$ cat src/rtl/fifo_wc_if.sv
// fifo_wc_if: producer/consumer bundle for the width-converting FIFO.
// Ports: en_w/data_in (write side), en_r/data_out/rd_valid (read side),
//        occupancy flags, level and sticky error flags (status side).
interface fifo_wc_if #(
  parameter int IN_W  = 32,
  parameter int OUT_W = 8,
  parameter int DEPTH = 8
);
  localparam int LVL_W = $clog2(DEPTH * (IN_W / OUT_W)) + 1;

  logic             en_w;
  logic [IN_W-1:0]  data_in;
  logic             en_r;
  logic [OUT_W-1:0] data_out;
  logic             rd_valid;
  logic             full_flag;
  logic             empty_flag;
  logic             almost_full;
  logic             almost_empty;
  logic [LVL_W-1:0] level;
  logic             err_ovf;
  logic             err_udf;

  // master: the user of the FIFO (drives requests, observes status)
  modport master (
    output en_w, data_in, en_r,
    input  data_out, rd_valid, full_flag, empty_flag, almost_full,
           almost_empty, level, err_ovf, err_udf
  );

  // slave: the FIFO itself
  modport slave (
    input  en_w, data_in, en_r,
    output data_out, rd_valid, full_flag, empty_flag, almost_full,
           almost_empty, level, err_ovf, err_udf
  );
endinterface

$ cat src/rtl/fifo_wc.sv
// fifo_wc: single-clock FIFO, IN_W-bit words in, OUT_W-bit slices out (LSB slice first).
// Latency: a written word is readable next cycle; read data appears one cycle after en_r (zero with FIFO_FWFT_EN).
// Backpressure: writes while full / reads while empty are dropped and set sticky err_ovf / err_udf.
// Optional macro FIFO_FWFT_EN: first-word-fall-through read mode (data_out shows the head slice combinationally).
// Ports: clk; rst (async active-low); bus (fifo_wc_if.slave): en_w/data_in, en_r/data_out/rd_valid,
//        full_flag, empty_flag, almost_full, almost_empty, level, err_ovf, err_udf.
module fifo_wc #(
  parameter int IN_W      = 32,
  parameter int OUT_W     = 8,
  parameter int DEPTH     = 8,
  parameter int AF_MARGIN = 1,
  parameter int AE_MARGIN = 1
) (
  input logic      clk,
  input logic      rst,
  fifo_wc_if.slave bus
);
  localparam int RATIO = IN_W / OUT_W;
  localparam int PTR_W = (DEPTH > 1) ? $clog2(DEPTH) : 1;
  localparam int SUB_W = (RATIO > 1) ? $clog2(RATIO) : 1;
  localparam int ENT_W = $clog2(DEPTH) + 1;
  localparam int LVL_W = $clog2(DEPTH * RATIO) + 1;

  logic [IN_W-1:0]  mem [DEPTH];
  logic [PTR_W-1:0] wr_ptr;
  logic [PTR_W-1:0] rd_ptr;
  logic [SUB_W-1:0] sub_idx;
  logic [ENT_W-1:0] entries;   // whole or partially read words held
  logic             ovf_q;
  logic             udf_q;

  logic [LVL_W-1:0] level;
  logic             full;
  logic             empty;
  logic             wr_acc;
  logic             rd_acc;
  logic             last_slice;
  logic             pop_word;
  logic [IN_W-1:0]  head_word;
  logic [OUT_W-1:0] head;

  // Everything below is decoded from registered state, so flags move on
  // the same edge as occupancy.
  assign level      = LVL_W'(entries) * LVL_W'(RATIO) - LVL_W'(sub_idx);
  assign full       = (entries == ENT_W'(DEPTH));
  assign empty      = (level == '0);
  assign wr_acc     = bus.en_w && !full;
  assign rd_acc     = bus.en_r && !empty;
  assign last_slice = (sub_idx == SUB_W'(RATIO - 1));
  assign pop_word   = rd_acc && last_slice;

  // Not full implies wr_ptr != rd_ptr whenever the FIFO holds data, so the
  // head word is never the one being written this cycle (no bypass).
  assign head_word  = mem[rd_ptr];
  assign head       = head_word[OUT_W * int'(sub_idx) +: OUT_W];

  // Storage carries no reset; contents are irrelevant until written.
  always_ff @(posedge clk) begin
    if (wr_acc) mem[wr_ptr] <= bus.data_in;
  end

  always_ff @(posedge clk or negedge rst) begin
    if (!rst) begin
      wr_ptr  <= '0;
      rd_ptr  <= '0;
      sub_idx <= '0;
      entries <= '0;
      ovf_q   <= 1'b0;
      udf_q   <= 1'b0;
    end else begin
      if (wr_acc)   wr_ptr <= wr_ptr + 1'b1;
      if (pop_word) rd_ptr <= rd_ptr + 1'b1;
      if (rd_acc)   sub_idx <= last_slice ? '0 : sub_idx + 1'b1;
      case ({wr_acc, pop_word})
        2'b10:   entries <= entries + 1'b1;
        2'b01:   entries <= entries - 1'b1;
        default: entries <= entries;
      endcase
      // full/empty are pre-edge values: a same-cycle read does not rescue a write
      if (bus.en_w && full)  ovf_q <= 1'b1;
      if (bus.en_r && empty) udf_q <= 1'b1;
    end
  end

`ifdef FIFO_FWFT_EN
  assign bus.data_out = empty ? '0 : head;
  assign bus.rd_valid = !empty;
`else
  logic [OUT_W-1:0] dout_q;
  logic             vld_q;

  always_ff @(posedge clk or negedge rst) begin
    if (!rst) begin
      dout_q <= '0;
      vld_q  <= 1'b0;
    end else begin
      vld_q <= rd_acc;
      if (rd_acc) dout_q <= head;
    end
  end

  assign bus.data_out = dout_q;
  assign bus.rd_valid = vld_q;
`endif

  assign bus.full_flag    = full;
  assign bus.empty_flag   = empty;
  assign bus.almost_full  = (entries >= ENT_W'(DEPTH - AF_MARGIN));
  assign bus.almost_empty = (level <= LVL_W'(AE_MARGIN));
  assign bus.level        = level;
  assign bus.err_ovf      = ovf_q;
  assign bus.err_udf      = udf_q;
endmodule

$ cat src/flat_wrapper.sv
// flat-port wrapper written by rule: the top's interface ports become plain ports
module fifo_wc_flat 
#(
  parameter int IN_W      = 32,
  parameter int OUT_W     = 8,
  parameter int DEPTH     = 8,
  parameter int AF_MARGIN = 1,
  parameter int AE_MARGIN = 1
)
  (clk, rst, bus_en_w, bus_data_in, bus_en_r, bus_data_out, bus_rd_valid, bus_full_flag, bus_empty_flag, bus_almost_full, bus_almost_empty, bus_level, bus_err_ovf, bus_err_udf);
  fifo_wc_if #(.IN_W(IN_W), .OUT_W(OUT_W), .DEPTH(DEPTH)) bus_i ();
  input logic clk;
  input logic rst;
  input wire logic [$bits(bus_i.en_w)-1:0] bus_en_w;
  input wire logic [$bits(bus_i.data_in)-1:0] bus_data_in;
  input wire logic [$bits(bus_i.en_r)-1:0] bus_en_r;
  output wire logic [$bits(bus_i.data_out)-1:0] bus_data_out;
  output wire logic [$bits(bus_i.rd_valid)-1:0] bus_rd_valid;
  output wire logic [$bits(bus_i.full_flag)-1:0] bus_full_flag;
  output wire logic [$bits(bus_i.empty_flag)-1:0] bus_empty_flag;
  output wire logic [$bits(bus_i.almost_full)-1:0] bus_almost_full;
  output wire logic [$bits(bus_i.almost_empty)-1:0] bus_almost_empty;
  output wire logic [$bits(bus_i.level)-1:0] bus_level;
  output wire logic [$bits(bus_i.err_ovf)-1:0] bus_err_ovf;
  output wire logic [$bits(bus_i.err_udf)-1:0] bus_err_udf;
  assign bus_i.en_w = bus_en_w;
  assign bus_i.data_in = bus_data_in;
  assign bus_i.en_r = bus_en_r;
  assign bus_data_out = bus_i.data_out;
  assign bus_rd_valid = bus_i.rd_valid;
  assign bus_full_flag = bus_i.full_flag;
  assign bus_empty_flag = bus_i.empty_flag;
  assign bus_almost_full = bus_i.almost_full;
  assign bus_almost_empty = bus_i.almost_empty;
  assign bus_level = bus_i.level;
  assign bus_err_ovf = bus_i.err_ovf;
  assign bus_err_udf = bus_i.err_udf;
  fifo_wc #(.IN_W(IN_W), .OUT_W(OUT_W), .DEPTH(DEPTH), .AF_MARGIN(AF_MARGIN), .AE_MARGIN(AE_MARGIN)) u_core (.clk(clk), .rst(rst), .bus(bus_i));
endmodule
$ cat config.mk
export PLATFORM = sky130hd
export DESIGN_NAME = fifo_wc_flat
export DESIGN_NICKNAME = d
export VERILOG_FILES = /design/src/rtl/fifo_wc_if.sv /design/src/rtl/fifo_wc.sv /design/src/flat_wrapper.sv
export SDC_FILE = /design/constraint.sdc
export NUM_CORES = 1
export LEC_CHECK = 0
export ABC_CLOCK_PERIOD_IN_PS = 11400
export CORE_ASPECT_RATIO = 0.5
export CORE_MARGIN = 2
export CORE_UTILIZATION = 40
export DETAILED_ROUTE_END_ITERATION = 6
export PLACE_DENSITY = 0.6
export SLEW_MARGIN = 40
export SYNTH_ARGS = -nofsm -noshare
export SYNTH_HDL_FRONTEND = slang
export SYNTH_SLANG_ARGS = --single-unit
$ cat constraint.sdc
create_clock -name clk -period 11.4 [get_ports clk]
set_input_delay 2.28 -clock clk [delete_from_list [all_inputs] [get_ports clk]]
set_output_delay 2.28 -clock clk [all_outputs]
set_load 0.005 [all_outputs]
# ---- After elaboration in Yosys (flattened, before gate mapping)
# Memory sizes are Yosys's and may differ from the RTL's.
# Index checks and enable logic that the tools add are counted.
# W data, S select, Z words.
dict set report word_totals {
  reg_bits 23
  latch_bits 0
  mem_bits_rw 256
  romBits 0
  out_inout_bits 21
  wordCells 35
  mem_count 1
}
dict set report classes {
  add_sub_neg 6
  multipliers 0
  div_mod_pow 0
  order_cmp 2
  eq_ne 4
  n_shift 1
  n_mux 4
  n_bitwise 0
  n_reduce_logical 9
}
# memory words width rd rd_clocked_by_memory_dff wr line_no
set memory_table {}
lappend memory_table {u_core.mem 8 32 1 0 1 fifo_wc.sv:24} ;# logic [IN_W-1:0] mem [DEPTH];
# op count
set op_table {}
lappend op_table {{$shiftx A32 B6 Y8} 1}
lappend op_table {{$pmux W4 S2} 1}
lappend op_table {{$add A3 B1 Y3 const B} 2}
lappend op_table {{$le A6 B1 Y1 const B} 1}
lappend op_table {{$logic_not A6 Y1} 1}
lappend op_table {{$sub A6 B2 Y6} 1}
lappend op_table {{$logic_and A1 B1 Y1} 5}
lappend op_table {{$add A4 B1 Y4 const B} 1}
lappend op_table {{$eq A2 B2 Y1 const B} 2}
lappend op_table {{$eq A4 B4 Y1 const B} 1}
lappend op_table {{$ge A4 B3 Y1 const B} 1}
lappend op_table {{$sub A4 B1 Y4 const B} 1}
lappend op_table {{$add A2 B1 Y2 const B} 1}
lappend op_table {{$eq A2 B1 Y1 const B} 1}
lappend op_table {{$logic_not A1 Y1} 2}
lappend op_table {{$mux W1} 2}
lappend op_table {{$mux W2} 1}
lappend op_table {{$reduce_bool A2 Y1} 1}

# ---- Depth between registers and ports, before layout
dict set report logic_depth {
  ltp_word 7
  mapped_depth 14
  mapped_depth_nobuf 12
}

# ---- Worst setup path after synthesis
# No wires, ideal clock.
dict set report synth_path {
  path_type {input to register}
  startpoint {input bus_en_w}
  endpoint {memory u_core.mem[0][0] (enable)}
  setup_time_ns 0.461
  arrival_time_ns 4.895
  setup_slack_ns 6.044
  cell_stages 3
  path_buffers 0
  cell_sequence {nor2b_1 -> nand2b_1 -> nor3_1}
}
dict set report synth_via {
  elab_chain_len 3
}
# element line_no
set synth_lines {}
lappend synth_lines {{from (decl)} flat_wrapper.sv:14} ;# input wire logic [$bits(bus_i.en_w)-1:0] bus_en_w;
lappend synth_lines {{$logic_and A1 B1 Y1} fifo_wc.sv:47} ;# assign wr_acc = bus.en_w && !full;
lappend synth_lines {{$mux W1} fifo_wc.sv:59} ;# if (wr_acc) mem[wr_ptr] <= bus.data_in;
lappend synth_lines {{$mux W1 (implied by the code)} fifo_wc.sv:59}
lappend synth_lines {{to (decl)} fifo_wc.sv:24}
# No other way between the ends.

# ---- Worst setup path after layout
dict set report layout_path {
  startpoint {register u_core.sub_idx[1]}
  endpoint {output bus_empty_flag}
}
dict set report layout_via {
  elab_chain_len 2
}
# element line_no
set layout_lines {}
lappend layout_lines {{from (decl)} fifo_wc.sv:27} ;# logic [SUB_W-1:0] sub_idx;
lappend layout_lines {{from (signal assigned)} fifo_wc.sv:73} ;# if (rd_acc) sub_idx <= last_slice ? '0 : sub_idx + 1'b1;
lappend layout_lines {{$sub A6 B2 Y6} fifo_wc.sv:44} ;# assign level = LVL_W'(entries) * LVL_W'(RATIO) - LVL_W'(sub_idx);
lappend layout_lines {{$logic_not A6 Y1} fifo_wc.sv:46} ;# assign empty = (level == '0);
lappend layout_lines {{to (decl)} flat_wrapper.sv:20} ;# output wire logic [$bits(bus_i.empty_flag)-1:0] bus_empty_flag;
# No other way between the ends.

==> flow_summary.json <==
{
  "pwr-share-comb_pct": 32.0,
  "avgRoutedWirePerCell_um": 21.2,
  "setup_viol": 0,
  "yosysWarnings": 0,
  "critPathRequiredTime_ps": 9120,
  "synth.avg_cell_area_um2": 18.8,
  "worstSetupEndpointType": "primary output",
  "grt_first_pass_wirelength_um": 34300,
  "drc": 0,
  "critPathLaunchType": "flip-flop",
  "ys_seq_area_share_pct": 74.4,
  "ys_async_sr_fraction_pct": 8.24,
  "yosys_register_bits": 279,
  "pwr-share-clk_pct": 25.6,
  "netSwitchingFraction_pct": 30.9,
  "cts_buffers": 26,
  "cp_max_fo": 16,
  "ant_nets": 0,
  "worstSkewPairLatency_ps": 530,
  "firstDrtPassIters": 5,
  "cts.clk_slew.worst_paths_ps": 70,
  "worstSetupPathType": "reg2out",
  "hold_path.class": "reg2reg",
  "num_antenna_cells": 0,
  "overflow": 0,
  "globalplace.congestion": 0.734,
  "area_growth_pct": 18.6,
  "fin_skew_ps": 19.3,
  "drive_gt1_share_pct": 21.4,
  "syn_inst": 592,
  "min_period_over_period_pct": 45.5,
  "hold_buffers": 0,
  "dr.first_iter.drc_count": 453,
  "tightestPinTransition_ps": 675,
  "p_leak_nw": 4.39,
  "synthesis.area_um2": 11100,
  "cts_sinks": 279,
  "cts_tree": "done",
  "ioPinCount": 57,
  "hpwlAfterDp_um": 14400,
  "grt.total_usage_pct": 15.8,
  "finalHoldViolations": 0,
  "fp.dieH_um": 122,
  "routed_wl_um": 22700,
  "syn_nets": 637,
  "core_area_um2": 27500,
  "clock_path_buffers": 3,
  "power.density_nw_per_um2": 251,
  "grt_max_degree": 61,
  "slew_violations": 0,
  "grt_pass1_vias": 5648,
  "route.vias.total": 5544,
  "antenna_found_initial": 0,
  "rows": 43,
  "via_per_inst": 5.19,
  "ys_types": 39,
  "port_buffers": 56,
  "cts_root_buffer": "clkbuf_16",
  "slew_headroom_pct": 55.0,
  "nNetsFinal": 711,
  "synth_edf_count": 256,
  "seq_power_share_pct": 42.4,
  "max_cap_viol_count": 0,
  "holdWs_ps": 459,
  "ctsResizeCount": 0,
  "die_area_um2": 29200,
  "rsz0062_at_grt": "false",
  "p_int_w": 0.00228,
  "synth_ff_type": "edfxtp_1",
  "ir_worst_vdd_v": 0.000134,
  "nFillCells": 2278,
  "initial_core_util_pct": 40.4,
  "p_sw_w": 0.00102,
  "status": "finished, final reports clean",
  "min_period_ps": 5180,
  "cp.arrival_ps": 2900,
  "die_x_um": 240,
  "cts_setup_buffers": 0,
  "fin_tns_setup_ps": 0,
  "htreeDepth": 1,
  "max_freq_mhz": 193
}
[critical path: stages, from the launching register on]
cell and delay [ps]:
dfrtp_1 590, nor2_2 540, nor4_1 180, or3_4 420
nor2_1 140, clkdlybuf4s50_1 520
[metrics by stage]
stage / std cells / instance area [um2] / power (W) / util (%) / setup WS, ps
after floorplan: 592 / 11100 / 0.00209 / - / 6040
after global placement: 1006 / 12100 / 0.00243 / 44.0 / 6670
after detailed placement: 1018 / 12300 / 0.00248 / 44.8 / 6770
after CTS: 1066 / 13200 / 0.00333 / 47.8 / 6210
after global routing: 1068 / 13200 / 0.00346 / 47.9 / 6090
final: 1068 / 13200 / 0.00331 / 47.9 / 6220
[synth_stat cells (2+ instances only)]
library cell | number | share of area, %
a32o_1 | 8 | 0.72
inv_1 | 8 | 0.27
buf_6 | 2 | 0.20
a21oi_1 | 11 | 0.50
mux4_2 | 24 | 4.9
xnor2_1 | 6 | 0.47
mux2_2 | 48 | 4.9
a22o_1 | 8 | 0.63
nor2_1 | 14 | 0.47
nor2b_1 | 2 | 0.11
buf_2 | 11 | 0.50
o21ai_0 | 17 | 0.77
a21o_1 | 4 | 0.27
nor3_1 | 5 | 0.23
o22ai_1 | 23 | 1.3
clkbuf_1 | 11 | 0.37
xor2_1 | 5 | 0.39
nand2b_1 | 5 | 0.28
dfrtp_1 | 23 | 5.2
a221o_1 | 8 | 0.72
o221ai_1 | 8 | 0.63
mux2i_1 | 42 | 3.8
edfxtp_1 | 256 | 69
ha_1 | 8 | 0.90
nand2_1 | 11 | 0.37
nor4_1 | 2 | 0.11
buf_4 | 10 | 0.68
[layout make-up]
cell class	instances	area, um2	share of cell area (%)
sequential	279	8270	62.7
multi-input combinational	271	2680	20.3
timing repair buffer	80	897	6.81
clock buffer	35	716	5.43
tap	382	478	3.63
clock inverter	13	111	0.845
inverter	8	30.0	0.228
[power groups by stage]
stage               registers, W  logic, W  clock network (W)
finish                   0.00140   0.00106           0.000847
global route             0.00142   0.00114           0.000903
CTS                      0.00143   0.00103           0.000860
detailed placement       0.00145   0.00103                  0
global placement         0.00145  0.000986                  0
floorplan                0.00137  0.000715                  0
[cells in the final DEF, fill, tap and decap left out, types with 4 or more instances in the layout]
master and n:
buf_8 8, a21oi_1 11, clkbuf_1 7, a22o_1 8
dfrtp_1 22, clkdlybuf4s50_1 56, nor2_4 6, mux2_2 48
clkinv_1 5, inv_1 8, mux4_2 24, a21o_1 4
mux2i_1 42, o221ai_1 8, nand2b_1 5, a32o_1 8
clkinv_2 5, clkbuf_16 27, nor2_1 8, ha_1 8
buf_4 10, buf_16 4, xnor2_1 6, o22ai_1 23
o21ai_0 17, a221o_1 8, xor2_1 5, edfxtp_1 256
nand2_1 10
[logic make-up after synthesis]
kind of cell               share of synthesized area [%]
muxes                                               13.6
and+or+nand+nor                                     1.86
xor gates and xnor gates                           0.867
adders and majority gates                           1.08
DFF                                                 74.4
AOI/OAI and AO/OA                                   6.18
buffers and inverters                               2.02
[worst paths after layout]
kind | startpoint | end | slack (ps) | depth (start not counted)
max in group asynchronous | rst | u_core.rd_ptr[0] | 8990 | 2
setup reg to reg | u_core.sub_idx[1] | u_core.entries[3] | 8040 | 12
setup / recovery | u_core.sub_idx[1] | bus_empty_flag | 6220 | 5
min in group asynchronous | rst | u_core.bus.err_udf | 2120 | 2
hold / removal | u_core.bus.err_udf | u_core.bus.err_udf | 460 | 1
hold reg to reg | u_core.bus.err_udf | u_core.bus.err_udf | 460 | 1
[routing by layer]
metal  wire length [um]  GRT usage, %  vias to the layer above
met5                  0             0                        -
met4                474          4.06                        0
met3                910          2.47                       33
met2              10600          25.4                       99
met1              10700          22.8                     2865
li1                   -             -                     2547
[state kept, by name (all words and copies together) (netlist names)]
name and count:
u_core.bus.err_ovf 1, u_core.bus.rd_valid 1, u_core.mem 256, u_core.wr_ptr 3, u_core.bus.err_udf 1, u_core.bus.data_out 8, u_core.rd_ptr 3, u_core.sub_idx 2
u_core.entries 4
Note: power is estimated with default switching activity, not from simulation.
